===== src/rtl/bp_pkg.sv =====
// bp_pkg: shared state enum, default sizes and counter init value for the branch history table
package bp_pkg;
  typedef enum logic {INIT, RUN} bp_state_e;
  localparam int DEF_IDX_BITS = 6;
  localparam int DEF_CTR_WIDTH = 2;
  function automatic int weak_nt(input int w);
    return (1 << (w - 1)) - 1;
  endfunction
endpackage


===== src/rtl/bp_ctr_next.sv =====
// bp_ctr_next: saturating up/down next-value for one history counter
module bp_ctr_next #(
  parameter int W = 2
) (
  input  logic [W-1:0] ctr,
  input  logic         taken,
  output logic [W-1:0] nxt
);
  always_comb nxt = taken ? (&ctr ? ctr : ctr + 1'b1) : (|ctr ? ctr - 1'b1 : ctr);
endmodule


===== src/rtl/bp_bht.sv =====
// bp_bht: untagged saturating-counter branch history table; BP_BHT_BYPASS_EN forwards same-cycle updates to lookups
module bp_bht
  import bp_pkg::*;
#(
  parameter int IDX_BITS  = DEF_IDX_BITS,
  parameter int CTR_WIDTH = DEF_CTR_WIDTH
) (
  input  logic        clk,
  input  logic        rst,
  output logic        ready,
  input  logic        guess_valid,
  input  logic [31:0] guess_pc,
  output logic        guess_out_valid,
  output logic        guess_taken,
  input  logic        check_valid,
  input  logic [31:0] check_pc,
  input  logic        check_taken
);
  localparam logic [CTR_WIDTH-1:0] WNT = CTR_WIDTH'(weak_nt(CTR_WIDTH));
  bp_state_e state, state_nxt;
  logic [IDX_BITS-1:0] init_idx, g_idx, c_idx;
  logic [CTR_WIDTH-1:0] bht [2**IDX_BITS];
  logic [CTR_WIDTH-1:0] c_nxt;
  logic upd, g_msb, unused_pc;
  assign g_idx = guess_pc[IDX_BITS+1:2];
  assign c_idx = check_pc[IDX_BITS+1:2];
  assign unused_pc = ^{guess_pc[31:IDX_BITS+2], guess_pc[1:0], check_pc[31:IDX_BITS+2], check_pc[1:0]};
  bp_ctr_next #(.W(CTR_WIDTH)) u_ctr_next (.ctr(bht[c_idx]), .taken(check_taken), .nxt(c_nxt));
  always_ff @(posedge clk) state <= rst ? INIT : state_nxt;
  always_comb state_nxt = (state == INIT && &init_idx) ? RUN : state;
  always_comb begin
    ready = state == RUN;
    upd = ready && check_valid && !rst;
  end
`ifdef BP_BHT_BYPASS_EN
  always_comb g_msb = (upd && c_idx == g_idx) ? c_nxt[CTR_WIDTH-1] : bht[g_idx][CTR_WIDTH-1];
`else
  always_comb g_msb = bht[g_idx][CTR_WIDTH-1];
`endif
  always_ff @(posedge clk) begin
    if (rst) begin
      init_idx <= '0;
      guess_out_valid <= 1'b0;
      guess_taken <= 1'b0;
    end else begin
      if (!ready) init_idx <= init_idx + 1'b1;
      guess_out_valid <= guess_valid;
      guess_taken <= guess_valid && ready && g_msb;
    end
  end
  // storage carries no reset: INIT rewrites every entry before lookups are honoured
  always_ff @(posedge clk) begin
    if (!ready) bht[init_idx] <= WNT;
    else if (upd) bht[c_idx] <= c_nxt;
  end
endmodule


===== config.mk =====
export PLATFORM = sky130hd
export DESIGN_NAME = bp_bht
export DESIGN_NICKNAME = d
export VERILOG_FILES = /design/src/rtl/bp_pkg.sv /design/src/rtl/bp_ctr_next.sv /design/src/rtl/bp_bht.sv
export SDC_FILE = /design/constraint.sdc
export NUM_CORES = 1
export LEC_CHECK = 0
export ABC_CLOCK_PERIOD_IN_PS = 7600
export CORE_ASPECT_RATIO = 0.9
export CORE_MARGIN = 1.5
export CORE_UTILIZATION = 40
export CTS_CLUSTER_SIZE = 12
export DETAILED_ROUTE_END_ITERATION = 10
export GPL_ROUTABILITY_DRIVEN = 0
export SLEW_MARGIN = 20
export SYNTH_ARGS = -nofsm -noshare
export SYNTH_HDL_FRONTEND = slang
export SYNTH_SLANG_ARGS = --single-unit

===== constraint.sdc =====
create_clock -name clk -period 7.6 [get_ports clk]
set_input_delay 1.52 -clock clk [delete_from_list [all_inputs] [get_ports clk]]
set_output_delay 1.52 -clock clk [all_outputs]
set_load 0.02 [all_outputs]

==> results of run 1 <==
[metal layers]
metal  part of all wire [%]  track usage (%)  vias up  wire length [um]
li1                       -                -     1602                 -
met1                     44             24.8     1853              6170
met2                     49             29.9      109              6870
met3                    5.3             5.10       21               746
met4                    1.9             7.46        0               263
met5                      0                0        -                 0
[how the worst min path moves through the flow]
stage / end / depth (start not counted) / from / slack, ns
floorplan: init_idx[5] / 2 / init_idx[5] / 0.48
global placement: init_idx[5] / 2 / init_idx[5] / 0.51
detailed placement: init_idx[5] / 2 / init_idx[5] / 0.53
CTS: init_idx[0] / 2 / init_idx[0] / 0.53
global route: init_idx[5] / 2 / init_idx[5] / 0.56
finish: init_idx[0] / 2 / init_idx[0] / 0.53
[cells by family after synthesis]
kind of cell,count (synthesis),share of synthesized area (%)
flip-flops,137,64.6
AO/OA/AOI/OAI,42,4.48
AND/OR/NAND/NOR,129,8.92
buffers and inverters,23,1.73
multiplexers,55,19.5
XOR/XNOR,3,0.422
adder cells (fa/ha/maj),2,0.362
[power by group through the flow]
stage / sequential, mW / clock [mW] / combinational, mW
CTS: 0.820 / 0.921 / 0.0915
global placement: 0.835 / 0 / 0.0900
floorplan: 0.835 / 0 / 0.0584
global route: 0.820 / 0.946 / 0.0974
finish: 0.820 / 0.910 / 0.0916
detailed placement: 0.836 / 0 / 0.0912
[synth_stat cells, types with 5 or more instances]
cell	n
sky130_fd_sc_hd__nand2_1	23
sky130_fd_sc_hd__o21ai_0	6
sky130_fd_sc_hd__a22oi_1	16
sky130_fd_sc_hd__clkbuf_1	10
sky130_fd_sc_hd__nand3_1	6
sky130_fd_sc_hd__nor2b_1	6
sky130_fd_sc_hd__nor2_1	76
sky130_fd_sc_hd__edfxtp_1	128
sky130_fd_sc_hd__a21oi_1	8
sky130_fd_sc_hd__dfxtp_1	9
sky130_fd_sc_hd__nand2b_1	5
sky130_fd_sc_hd__mux4_2	53
[sequential cells by signal, summed over array words and instances (netlist names)]
| register | cells |
|---|---|
| bht | 128 |
| init_idx | 6 |
| guess_out_valid | 1 |
| guess_taken | 1 |
| ready | 1 |
[worst min-delay path, stage by stage (launching register included)]
cell	delay, ns
sky130_fd_sc_hd__dfxtp_1	0.33
sky130_fd_sc_hd__nor2b_1	0.11
sky130_fd_sc_hd__nor3_1	0.05
[per-stage QoR]
| step | worst slack [ns] | utilization (%) | hold slack [ns] | total power [mW] | area [um^2] |
|---|---|---|---|---|---|
| 2_1_floorplan | 1.03 | - | 0.484 | 0.893 | 6230 |
| 3_3_place_gp | 2.07 | 43.2 | 0.508 | 0.925 | 6620 |
| 3_5_place_dp | 1.93 | 43.2 | 0.527 | 0.927 | 6620 |
| 4_1_cts | 2.36 | 47.5 | 0.534 | 1.83 | 7280 |
| 5_1_grt | 2.06 | 47.5 | 0.564 | 1.86 | 7280 |
| 6_report | 2.42 | 47.5 | 0.534 | 1.82 | 7280 |
[area by class of cell]
| cell class | instances | area share (%) |
|---|---|---|
| well taps | 202 | 3.47 |
| clock buffers | 18 | 5.90 |
| multi-input cells | 231 | 29.1 |
| clock inverters | 14 | 3.13 |
| inverters | 3 | 0.155 |
| repair buffers | 24 | 2.99 |
| flip-flops and latches | 137 | 55.3 |
==> impl_results.rst, run 1 <==
.. list-table::
   :header-rows: 1

   * - Metric
     - Value
   * - Register cell area after layout
     - 4020 um^2
   * - Cell-internal power
     - 1.47 mW
   * - Total clock sinks
     - 137
   * - Overall via count from detail_route
     - 3585
   * - P_sw
     - 0.356 mW
   * - Data required time of the worst path
     - 7.83 ns
   * - Number of nets in the layout
     - 484
   * - Portion of total power attributed to the clock network
     - 50.0%
   * - Sequential Power Share
     - 45.0%
   * - Cell leakage power
     - 2.45 nW
   * - Total negative slack
     - 0 ns
   * - Sw frac
     - 19.6%
   * - Reg clk slew, reported paths
     - 0.05 ns
   * - Antenna violations before repair
     - 0
   * - Crit path depth
     - 9
   * - Buffers and inverters on the worst path
     - 3
   * - Maximum cell stage delay along the critical path
     - 0.81 ns
   * - Setup Skew
     - 0.0113 ns
   * - Depth of the CTS H-tree
     - 4
   * - Count of distinct cell types in the synthesized netlist
     - 38
   * - Final Instance Count excl. Fillers
     - 629
   * - Area growth from synthesis to final layout
     - 16.9%
   * - Hold-fix buffers at CTS
     - 0
   * - Number of filler cells placed in the layout
     - 1305
   * - Aggregate global-route resource usage
     - 18.8%
   * - Share of the clock period used by the worst path
     - 68.1%
   * - RSZ-0062 raised after global routing
     - no
   * - Routed Wire Length
     - 14100 um
   * - Power density relative to cell area
     - 250 nW/um^2
   * - Class of the tightest hold or removal check
     - reg -> reg
   * - Die span in y
     - 121 um
   * - Pin count of the biggest net entering global routing
     - 49
   * - Critical path capture point type
     - flop
   * - R2R cell count
     - 7
   * - Combinational share of power
     - 5.0%
   * - Maximum fanout along the worst path
     - 42
   * - Kind of cell with the highest combined delay on the critical path
     - buffers and inverters
   * - Clock tree from TritonCTS
     - yes
   * - Top cell type's share of synthesized area
     - 61.7%
   * - Port Buffer Count
     - 19
   * - Drt first-iter violations
     - 267
   * - Final hold violation count
     - 0
   * - Area used by multi-input combinational logic
     - 2120 um^2
   * - Via count of the first global-routing pass
     - 3705
   * - Result of the run
     - complete, no violations
   * - Register area share after synthesis
     - 64.6%
   * - Core Region
     - 15300 um^2
   * - Worst setup path end
     - bht[19][0]
   * - Top Ports
     - 72
   * - Post-DRT Antenna Nets
     - 0
   * - Critical path class
     - in -> reg
   * - Most frequent cells in the layout
     - 128 x sky130_fd_sc_hd__edfxtp_1, 75 x sky130_fd_sc_hd__nor2_1, 53 x sky130_fd_sc_hd__mux4_2
   * - Instance count after placement with tap cells included
     - 597
   * - FF-to-FF End
     - bht[19][0]
   * - Startpoint types
     - primary input
   * - Post-layout minimum cycle time
     - 5.18 ns
   * - Most common library cell in the layout ignoring fill and taps
     - sky130_fd_sc_hd__edfxtp_1
   * - Final setup violation count
     - 0
   * - Worst path arrival time
     - 5.40 ns
   * - Top area cells in the synthesized netlist
     - sky130_fd_sc_hd__edfxtp_1 62%, sky130_fd_sc_hd__mux4_2 19%, sky130_fd_sc_hd__nor2_1 4.6%, sky130_fd_sc_hd__dfxtp_1 2.9%, sky130_fd_sc_hd__a22oi_1 1.9%
   * - Worst Tran Pin Value
     - 1.02 ns
   * - Critical path cell sequence
     - buf_2 -> buf_4 -> mux4_2 -> a22oi_1 -> a21oi_1 -> nor4_1 -> a21oi_1 -> o21ai_4 -> buf_4
   * - Number of slew-limit violations in the final report
     - 0
   * - Clk_lat worst skew
     - 0.42 ns
   * - Post-synthesis instance area
     - 6230 um^2
   * - Post-synthesis cell type with the largest combined area
     - sky130_fd_sc_hd__edfxtp_1
   * - CP startpoint
     - check_pc[2]
   * - Max-slew headroom
     - 32.0%
   * - Wire length per cell after detailed routing
     - 22.3 um
   * - Post-CTS Repair Setup Buffers
     - 0
   * - Achievable clock frequency
     - 193 MHz
   * - Starting density of the core
     - 40.6%
   * - Global-route wire length before repair
     - 21600 um
   * - Fraction of layout cells with a size suffix above 1
     - 20.8%
   * - Top FF cell, synth
     - sky130_fd_sc_hd__edfxtp_1
   * - Synth Register Bits
     - 137
   * - Overflow left after global routing
     - 0
   * - Row count
     - 43
   * - Area of the die
     - 16300 um^2
   * - CTS buffer count
     - 17
   * - Antenna fix cells
     - 0
   * - Setup slack, reg-to-reg
     - 4.28 ns
   * - X dimension of the die
     - 135 um
   * - Syn avg cell area
     - 15.9 um^2
   * - Post-route DRC
     - 0
   * - Number of instances in the synthesized netlist
     - 391
   * - Estimated wirelength of the detail-placed design
     - 9190 um
   * - Worst flop-to-flop path startpoint
     - bht[31][0]
   * - Fraction of synthesis flops using an asynchronous set or reset pin
     - 0%
   * - EDFF count, synth
     - 128
   * - Number of max-capacitance violations reported
     - 0
   * - Syn. warnings
     - 0
   * - Post-DR vias/cell
     - 5.70
   * - Cts repair resizes
     - 0
   * - Synthesized net count
     - 461
   * - Critical-path top delay cell
     - sky130_fd_sc_hd__o21ai_4
   * - Worst-case clock buffer depth
     - 2
   * - Worst voltage drop across the vdd grid
     - 0.183 mV
   * - Number of search-and-repair iterations in the first detailed-routing pass
     - 5
   * - Cell at the root of the clock tree
     - sky130_fd_sc_hd__clkbuf_16
Power figures use the tool's default switching activity.
==> run 2, diff against run 1 <==
--- a/config.mk
+++ b/config.mk
@@ -5,7 +5,7 @@
 export SDC_FILE = /design/constraint.sdc
 export NUM_CORES = 1
 export LEC_CHECK = 0
-export ABC_CLOCK_PERIOD_IN_PS = 7600
+export ABC_CLOCK_PERIOD_IN_PS = 5050
 export CORE_ASPECT_RATIO = 0.9
 export CORE_MARGIN = 1.5
 export CORE_UTILIZATION = 40
==> constraint.sdc (replaced) <==
create_clock -name clk -period 5.05 [get_ports clk]
set_input_delay 1.01 -clock clk [delete_from_list [all_inputs] [get_ports clk]]
set_output_delay 1.01 -clock clk [all_outputs]
set_load 0.02 [all_outputs]
==> run 2 against run 1 <==
Combinational power up 52%; utilization is 0.47 points lower; global-route usage is 0.37 points lower; largest power group is now sequential cells; clock power is 23% higher.
==> impl_results.rst, run 2 (synthesis gave the netlist of run 1 again) <==
.. list-table::
   :header-rows: 1

   * - Metric
     - Value
   * - Result of the run
     - complete, no violations
   * - Setup slack, reg-to-reg
     - 2.24 ns (-2.04 ns)
   * - Post-route DRC
     - 0 (unchanged)
   * - Drt first-iter violations
     - 317 (+19%)
   * - Number of filler cells placed in the layout
     - 1330 (+1.9%)
   * - Maximum fanout along the worst path
     - 33 (-21%)
   * - Via count of the first global-routing pass
     - 3707 (+0.054%)
   * - Cell at the root of the clock tree
     - sky130_fd_sc_hd__clkbuf_16
   * - Cell leakage power
     - 2.43 nW (-0.81%)
   * - Antenna violations before repair
     - 0 (unchanged)
   * - Global-route wire length before repair
     - 21100 um (-2.3%)
   * - Post-layout minimum cycle time
     - 3.90 ns
   * - Antenna fix cells
     - 0 (unchanged)
   * - Overflow left after global routing
     - 0 (unchanged)
   * - Number of nets in the layout
     - 488 (+0.83%)
   * - Estimated wirelength of the detail-placed design
     - 9180 um (about the same)
   * - Routed Wire Length
     - 13800 um (-1.5%)
   * - Total negative slack
     - 0 ns (unchanged)
   * - Number of slew-limit violations in the final report
     - 0 (unchanged)
   * - Final hold violation count
     - 0 (unchanged)
   * - Final Instance Count excl. Fillers
     - 633 (+0.64%)
   * - CTS buffer count
     - 17 (unchanged)
   * - Aggregate global-route resource usage
     - 18.5% (-0.37 points)
   * - Hold-fix buffers at CTS
     - 0 (unchanged)
   * - Number of search-and-repair iterations in the first detailed-routing pass
     - 5 (unchanged)
   * - Hold depth
     - 2 (unchanged)
   * - Worst path arrival time
     - 4.10 ns (-1.30 ns)
   * - Post-CTS Repair Setup Buffers
     - 0 (unchanged)
   * - Achievable clock frequency
     - 257 MHz
   * - Startpoint types
     - primary input
   * - Setup Skew
     - 0.0119 ns (+0.000599 ns)
   * - R2R cell count
     - 7 (unchanged)
   * - Worst-case clock buffer depth
     - 2 (unchanged)
   * - Pin count of the biggest net entering global routing
     - 41 (-16%)
   * - Register with the highest flop count
     - bht
   * - Hold worst-path end
     - init_idx[5]
   * - Row count
     - 43 (unchanged)
   * - Critical path class
     - in -> reg
   * - Most frequent cells in the layout
     - 128 x sky130_fd_sc_hd__edfxtp_1, 75 x sky130_fd_sc_hd__nor2_1, 53 x sky130_fd_sc_hd__mux4_2
   * - Regs by FF count
     - bht x128, init_idx x6
   * - Wire length per cell after detailed routing
     - 21.9 um (-2.2%)
   * - Worst voltage drop across the vdd grid
     - 0.325 mV (+78%)
   * - Core Region
     - 15300 um^2 (unchanged)
   * - Top Ports
     - 72 (unchanged)
   * - Fraction of layout cells with a size suffix above 1
     - 20.9% (+0.039 points)
   * - Area of the die
     - 16300 um^2 (unchanged)
   * - Die span in y
     - 121 um (unchanged)
   * - Power consumption
     - 2.50 mW (+37%)
   * - Data required time of the worst path
     - 5.26 ns (-2.57 ns)
   * - Post-DR vias/cell
     - 5.65 (-0.83%)
   * - Hold Startpoint
     - init_idx[5]
   * - Max-slew headroom
     - 35.7% (+3.7 points)
   * - Final setup violation count
     - 0 (unchanged)
   * - Share of the clock period used by the worst path
     - 77.1%
   * - Area used by multi-input combinational logic
     - 2120 um^2 (unchanged)
   * - Reg clk slew, reported paths
     - 0.05 ns (about the same)
   * - Most common library cell in the layout ignoring fill and taps
     - sky130_fd_sc_hd__edfxtp_1
   * - Overall via count from detail_route
     - 3578 (-0.20%)
   * - RSZ-0062 raised after global routing
     - no
   * - Clock tree from TritonCTS
     - yes
   * - Max FFs per register
     - 128 (unchanged)
   * - Register cell area after layout
     - 4020 um^2 (unchanged)
   * - Cts repair resizes
     - 0 (unchanged)
   * - Starting density of the core
     - 40.6% (unchanged)
   * - Power density relative to cell area
     - 347 nW/um^2 (+38%)
   * - FF-to-FF End
     - bht[44][1]
   * - Total clock sinks
     - 137 (unchanged)
   * - Clk_lat worst skew
     - 0.42 ns (about the same)
   * - Class of the tightest hold or removal check
     - reg -> reg
   * - Worst flop-to-flop path startpoint
     - bht[30][0]
   * - Port Buffer Count
     - 19 (unchanged)
   * - Instance count after placement with tap cells included
     - 601 (+0.67%)
   * - Depth of the CTS H-tree
     - 4 (unchanged)
   * - Number of max-capacitance violations reported
     - 0 (unchanged)
   * - Post-DRT Antenna Nets
     - 0 (unchanged)
   * - Area growth from synthesis to final layout
     - 15.7%
   * - Critical path capture point type
     - flop
   * - X dimension of the die
     - 135 um (unchanged)
   * - Worst Tran Pin Value
     - 0.964 ns (-0.0529 ns)
-- run 2: changes by cell type in the layout (fill, tap and decap cells not counted), moves of 2 or more --
cell / delta
sky130_fd_sc_hd__clkinvlp_4: -2
sky130_fd_sc_hd__bufinv_16: -6
sky130_fd_sc_hd__buf_4: +3
sky130_fd_sc_hd__clkinv_1: -3
sky130_fd_sc_hd__clkbuf_1: +6
sky130_fd_sc_hd__clkbuf_8: +6
sky130_fd_sc_hd__clkinv_4: -2
-- run 2: routing by layer --
| metal | vias up | wire, um | global-route usage [%] |
|---|---|---|---|
| met3 | 20 | 860 | 5.14 |
| met2 | 107 | 6780 | 29.4 |
| met5 | - | 0 | 0 |
| met1 | 1843 | 5940 | 24.3 |
| met4 | 0 | 261 | 6.79 |
| li1 | 1608 | - | - |
-- run 2: power breakdown --
part	internal (mW)	switching, mW	total (mW)
registers	1.23	0.00443	1.23
logic	0.0595	0.0799	0.139
clock network	0.704	0.421	1.12
-- run 2: cell type report --
class	count	share of cell area (%)
Clock buffer	30	7.41
Clock inverter	2	0.122
Inverter	3	0.156
Multi-Input combinational cell	231	29.4
Sequential cell	137	55.8
Tap cell	202	3.51
Timing Repair Buffer	28	3.61
-- run 2: stage by stage --
stage,setup slack [ns],util (%),hold slack [ns],cell area [um^2]
after floorplan,0.0837,-,0.484,6230
after global placement,0.771,43.5,0.509,6660
after global routing,0.859,47.0,0.552,7210
final,1.15,47.0,0.529,7210
after CTS,1.12,47.0,0.535,7210
after detailed placement,0.686,43.5,0.525,6660
-- run 2: critical path, stage by stage --
cell,delay [ns]
sky130_fd_sc_hd__clkdlybuf4s50_1,0.61
sky130_fd_sc_hd__nor2b_1,0.40
sky130_fd_sc_hd__buf_4,0.22
sky130_fd_sc_hd__a22oi_1,0.11
sky130_fd_sc_hd__a21oi_1,0.21
sky130_fd_sc_hd__nor4_1,0.11
sky130_fd_sc_hd__maj3_1,0.41
sky130_fd_sc_hd__nor2_4,0.58
sky130_fd_sc_hd__buf_4,0.42
-- run 2: how the worst max path moves through the flow --
stage                           start          to  slack (ns)  cells after the start
final                     check_pc[5]  bht[44][1]        1.15                      9
after global placement    check_pc[2]  bht[56][1]        0.77                      9
after global routing      check_pc[5]  bht[44][1]        0.86                      9
after floorplan           check_pc[2]   bht[0][0]        0.08                      8
after detailed placement  check_pc[5]  bht[56][1]        0.69                      9
after CTS                 check_pc[5]  bht[40][1]        1.12                      9
==> run 3, diff against run 2 <==
--- a/config.mk
+++ b/config.mk
@@ -5,7 +5,7 @@
 export SDC_FILE = /design/constraint.sdc
 export NUM_CORES = 1
 export LEC_CHECK = 0
-export ABC_CLOCK_PERIOD_IN_PS = 5050
+export ABC_CLOCK_PERIOD_IN_PS = 3800
 export CORE_ASPECT_RATIO = 0.9
 export CORE_MARGIN = 1.5
 export CORE_UTILIZATION = 40
==> constraint.sdc (replaced) <==
create_clock -name clk -period 3.8 [get_ports clk]
set_input_delay 0.76 -clock clk [delete_from_list [all_inputs] [get_ports clk]]
set_output_delay 0.76 -clock clk [all_outputs]
set_load 0.02 [all_outputs]
==> run 3 against run 2 <==
Clock skew shrank 0.0021 ns; critical path depth shrank 1; combinational power grew 41%; sequential power grew 33%; die area is the same; count of clock-buffer cells in the layout shrank 13; largest cell class unchanged.
==> impl_results.rst, run 3 (synthesis gave the netlist of run 1 again) <==
.. list-table::
   :header-rows: 1

   * - Metric
     - Value
   * - Port Buffer Count
     - 19 (unchanged)
   * - Most common library cell in the layout ignoring fill and taps
     - sky130_fd_sc_hd__edfxtp_1
   * - Clock tree from TritonCTS
     - yes
   * - Worst path arrival time
     - 3.46 ns (-0.64 ns)
   * - Antenna violations before repair
     - 0 (unchanged)
   * - Pin count of the biggest net entering global routing
     - 49 (+20%)
   * - RSZ-0062 raised after global routing
     - no
   * - Final Instance Count excl. Fillers
     - 642 (+1.4%)
   * - Class of the tightest hold or removal check
     - reg -> reg
   * - Cell at the root of the clock tree
     - sky130_fd_sc_hd__clkbuf_16
   * - Maximum cell stage delay along the critical path
     - 0.67 ns (+0.06 ns)
   * - Setup Skew
     - 0.00983 ns (-0.00210 ns)
   * - Register with the highest flop count
     - bht
   * - Hold-fix buffers at CTS
     - 0 (unchanged)
   * - Maximum fanout along the worst path
     - 36 (+9.1%)
   * - CTS buffer count
     - 17 (unchanged)
   * - Cell-internal power
     - 2.60 mW (+31%)
   * - Core Region
     - 15300 um^2 (unchanged)
   * - Critical path class
     - in -> reg
   * - Setup slack, reg-to-reg
     - 1.15 ns (-1.09 ns)
   * - Most frequent cells in the layout
     - 128 x sky130_fd_sc_hd__edfxtp_1, 75 x sky130_fd_sc_hd__nor2_1, 53 x sky130_fd_sc_hd__mux4_2
   * - R2R cell count
     - 7 (unchanged)
   * - Final setup violation count
     - 0 (unchanged)
   * - Post-route DRC
     - 0 (unchanged)
   * - Worst flop-to-flop path startpoint
     - bht[59][1]
   * - Total clock sinks
     - 137 (unchanged)
   * - Startpoint types
     - primary input
   * - Achievable clock frequency
     - 312 MHz
   * - Final hold violation count
     - 0 (unchanged)
   * - Number of search-and-repair iterations in the first detailed-routing pass
     - 5 (unchanged)
   * - Portion of total power attributed to the clock network
     - 44.9% (about the same)
   * - Fraction of layout cells with a size suffix above 1
     - 23.6% (+2.8 points)
   * - X dimension of the die
     - 135 um (unchanged)
   * - Critical-path top delay cell
     - sky130_fd_sc_hd__nor2_1
   * - P_sw
     - 0.728 mW (+44%)
   * - Post-layout utilization of the core
     - 47.8% (+0.79 points)
   * - Sequential Power Share
     - 49.2% (-0.2 points)
   * - Kind of cell with the highest combined delay on the critical path
     - simple AND/OR/NAND/NOR gates
   * - Buffers and inverters on the worst path
     - 2 (-1)
   * - FF-to-FF End
     - bht[21][0]
   * - Worst Tran Pin Value
     - 0.765 ns (-0.199 ns)
   * - Data required time of the worst path
     - 4.05 ns (-1.21 ns)
   * - Sw frac
     - 21.9% (+1.7 points)
   * - Die span in y
     - 121 um (unchanged)
   * - Share of the clock period used by the worst path
     - 84.3%
   * - Power density relative to cell area
     - 455 nW/um^2 (+31%)
   * - Post-DRT Antenna Nets
     - 0 (unchanged)
   * - Post-CTS Repair Setup Buffers
     - 0 (unchanged)
   * - Result of the run
     - complete, no violations
   * - Number of slew-limit violations in the final report
     - 0 (unchanged)
   * - Row count
     - 43 (unchanged)
   * - Estimated wirelength of the detail-placed design
     - 9620 um (+4.8%)
   * - Overflow left after global routing
     - 0 (unchanged)
   * - Least setup slack across all paths after layout
     - 0.597 ns (-0.558 ns)
   * - Max FFs per register
     - 128 (unchanged)
   * - Area of the die
     - 16300 um^2 (unchanged)
   * - Overall via count from detail_route
     - 3675 (+2.7%)
   * - Worst-case clock buffer depth
     - 2 (unchanged)
   * - Critical path cell sequence
     - clkdlybuf4s50_1 -> nor2_1 -> a22oi_1 -> a21oi_1 -> nor4_1 -> maj3_1 -> nor2_4 -> buf_12
   * - Starting density of the core
     - 40.6% (unchanged)
   * - Cts repair resizes
     - 0 (unchanged)
   * - Top Ports
     - 72 (unchanged)
   * - Post-layout minimum cycle time
     - 3.20 ns
   * - Clk_lat worst skew
     - 0.42 ns (about the same)
   * - Number of filler cells placed in the layout
     - 1291 (-2.9%)
   * - Hold depth
     - 2 (unchanged)
   * - Area growth from synthesis to final layout
     - 17.7%
   * - Max-slew headroom
     - 48.8% (+13 points)
   * - Cell leakage power
     - 2.48 nW (+2.0%)
   * - Total negative slack
     - 0 ns (unchanged)
   * - Combinational share of power
     - 5.9% (+0.3 points)
   * - Crit path depth
     - 8 (-1)
   * - Instance count after placement with tap cells included
     - 612 (+1.8%)
   * - Aggregate global-route resource usage
     - 19.3% (+0.87 points)
   * - Worst voltage drop across the vdd grid
     - 0.300 mV (-7.7%)
   * - Routed Wire Length
     - 14500 um (+4.7%)
   * - Reg clk slew, reported paths
     - 0.06 ns (about the same)
   * - Via count of the first global-routing pass
     - 3824 (+3.2%)
   * - Critical path capture point type
     - flop
   * - Drt first-iter violations
     - 386 (+22%)
   * - Global-route wire length before repair
     - 21800 um (+3.3%)
   * - CP startpoint
     - check_pc[4]
   * - Number of nets in the layout
     - 499 (+2.3%)
   * - Post-placement setup slack
     - 0.166 ns (-0.520 ns)
   * - Depth of the CTS H-tree
     - 4 (unchanged)
   * - Wire length per cell after detailed routing
     - 22.6 um (+3.3%)
   * - Number of max-capacitance violations reported
     - 0 (unchanged)
   * - Post-DR vias/cell
     - 5.72 (+1.3%)
   * - Worst setup path end
     - bht[2][1]
   * - Regs by FF count
     - bht x128, init_idx x6
   * - Antenna fix cells
     - 0 (unchanged)
-- run 3: power by group through the flow --
| stage | Sequential, mW | Clock (mW) | Combinational [mW] |
|---|---|---|---|
| after floorplan | 1.67 | 0 | 0.118 |
| after global placement | 1.67 | 0 | 0.193 |
| after detailed placement | 1.67 | 0 | 0.196 |
| after CTS | 1.64 | 1.51 | 0.196 |
| after global routing | 1.64 | 1.57 | 0.207 |
| final | 1.64 | 1.50 | 0.196 |
-- run 3: layer usage --
metal	routed length [um]	GRT usage, %	vias to the layer above
met3	897	4.51	36
li1	-	-	1623
met1	5820	24.4	1890
met5	0	0	-
met2	7330	31.9	126
met4	444	8.60	0
-- run 3: layout make-up --
type	count	area (um^2)	share of cell area (%)
clock buffers	17	425	5.81
clock inverters	13	106	1.45
inverters	3	11.3	0.154
multi-input cells	231	2120	28.9
flip-flops and latches	137	4020	54.9
well taps	202	253	3.45
repair buffers	39	393	5.36
-- run 3: worst min path at each step --
stage / startpoint / endpoint
3_5_place_dp: init_idx[5] / init_idx[5]
6_report: init_idx[5] / init_idx[5]
5_1_grt: init_idx[5] / init_idx[5]
4_1_cts: init_idx[5] / init_idx[5]
3_3_place_gp: init_idx[5] / init_idx[5]
2_1_floorplan: init_idx[5] / init_idx[5]
-- run 3: per-stage QoR --
stage                     power, mW  hold WS (ns)  instance area [um^2]
after floorplan                1.79         0.484                  6240
after global placement         1.86         0.517                  6800
after detailed placement       1.87         0.538                  6800
after CTS                      3.35         0.544                  7330
after global routing           3.42         0.610                  7330
final                          3.33         0.546                  7330
-- run 3: tightest hold or removal path, stage by stage (launching register included) --
cell and delay, ns:
sky130_fd_sc_hd__dfxtp_1 0.35, sky130_fd_sc_hd__o21ai_0 0.09, sky130_fd_sc_hd__a21oi_1 0.06
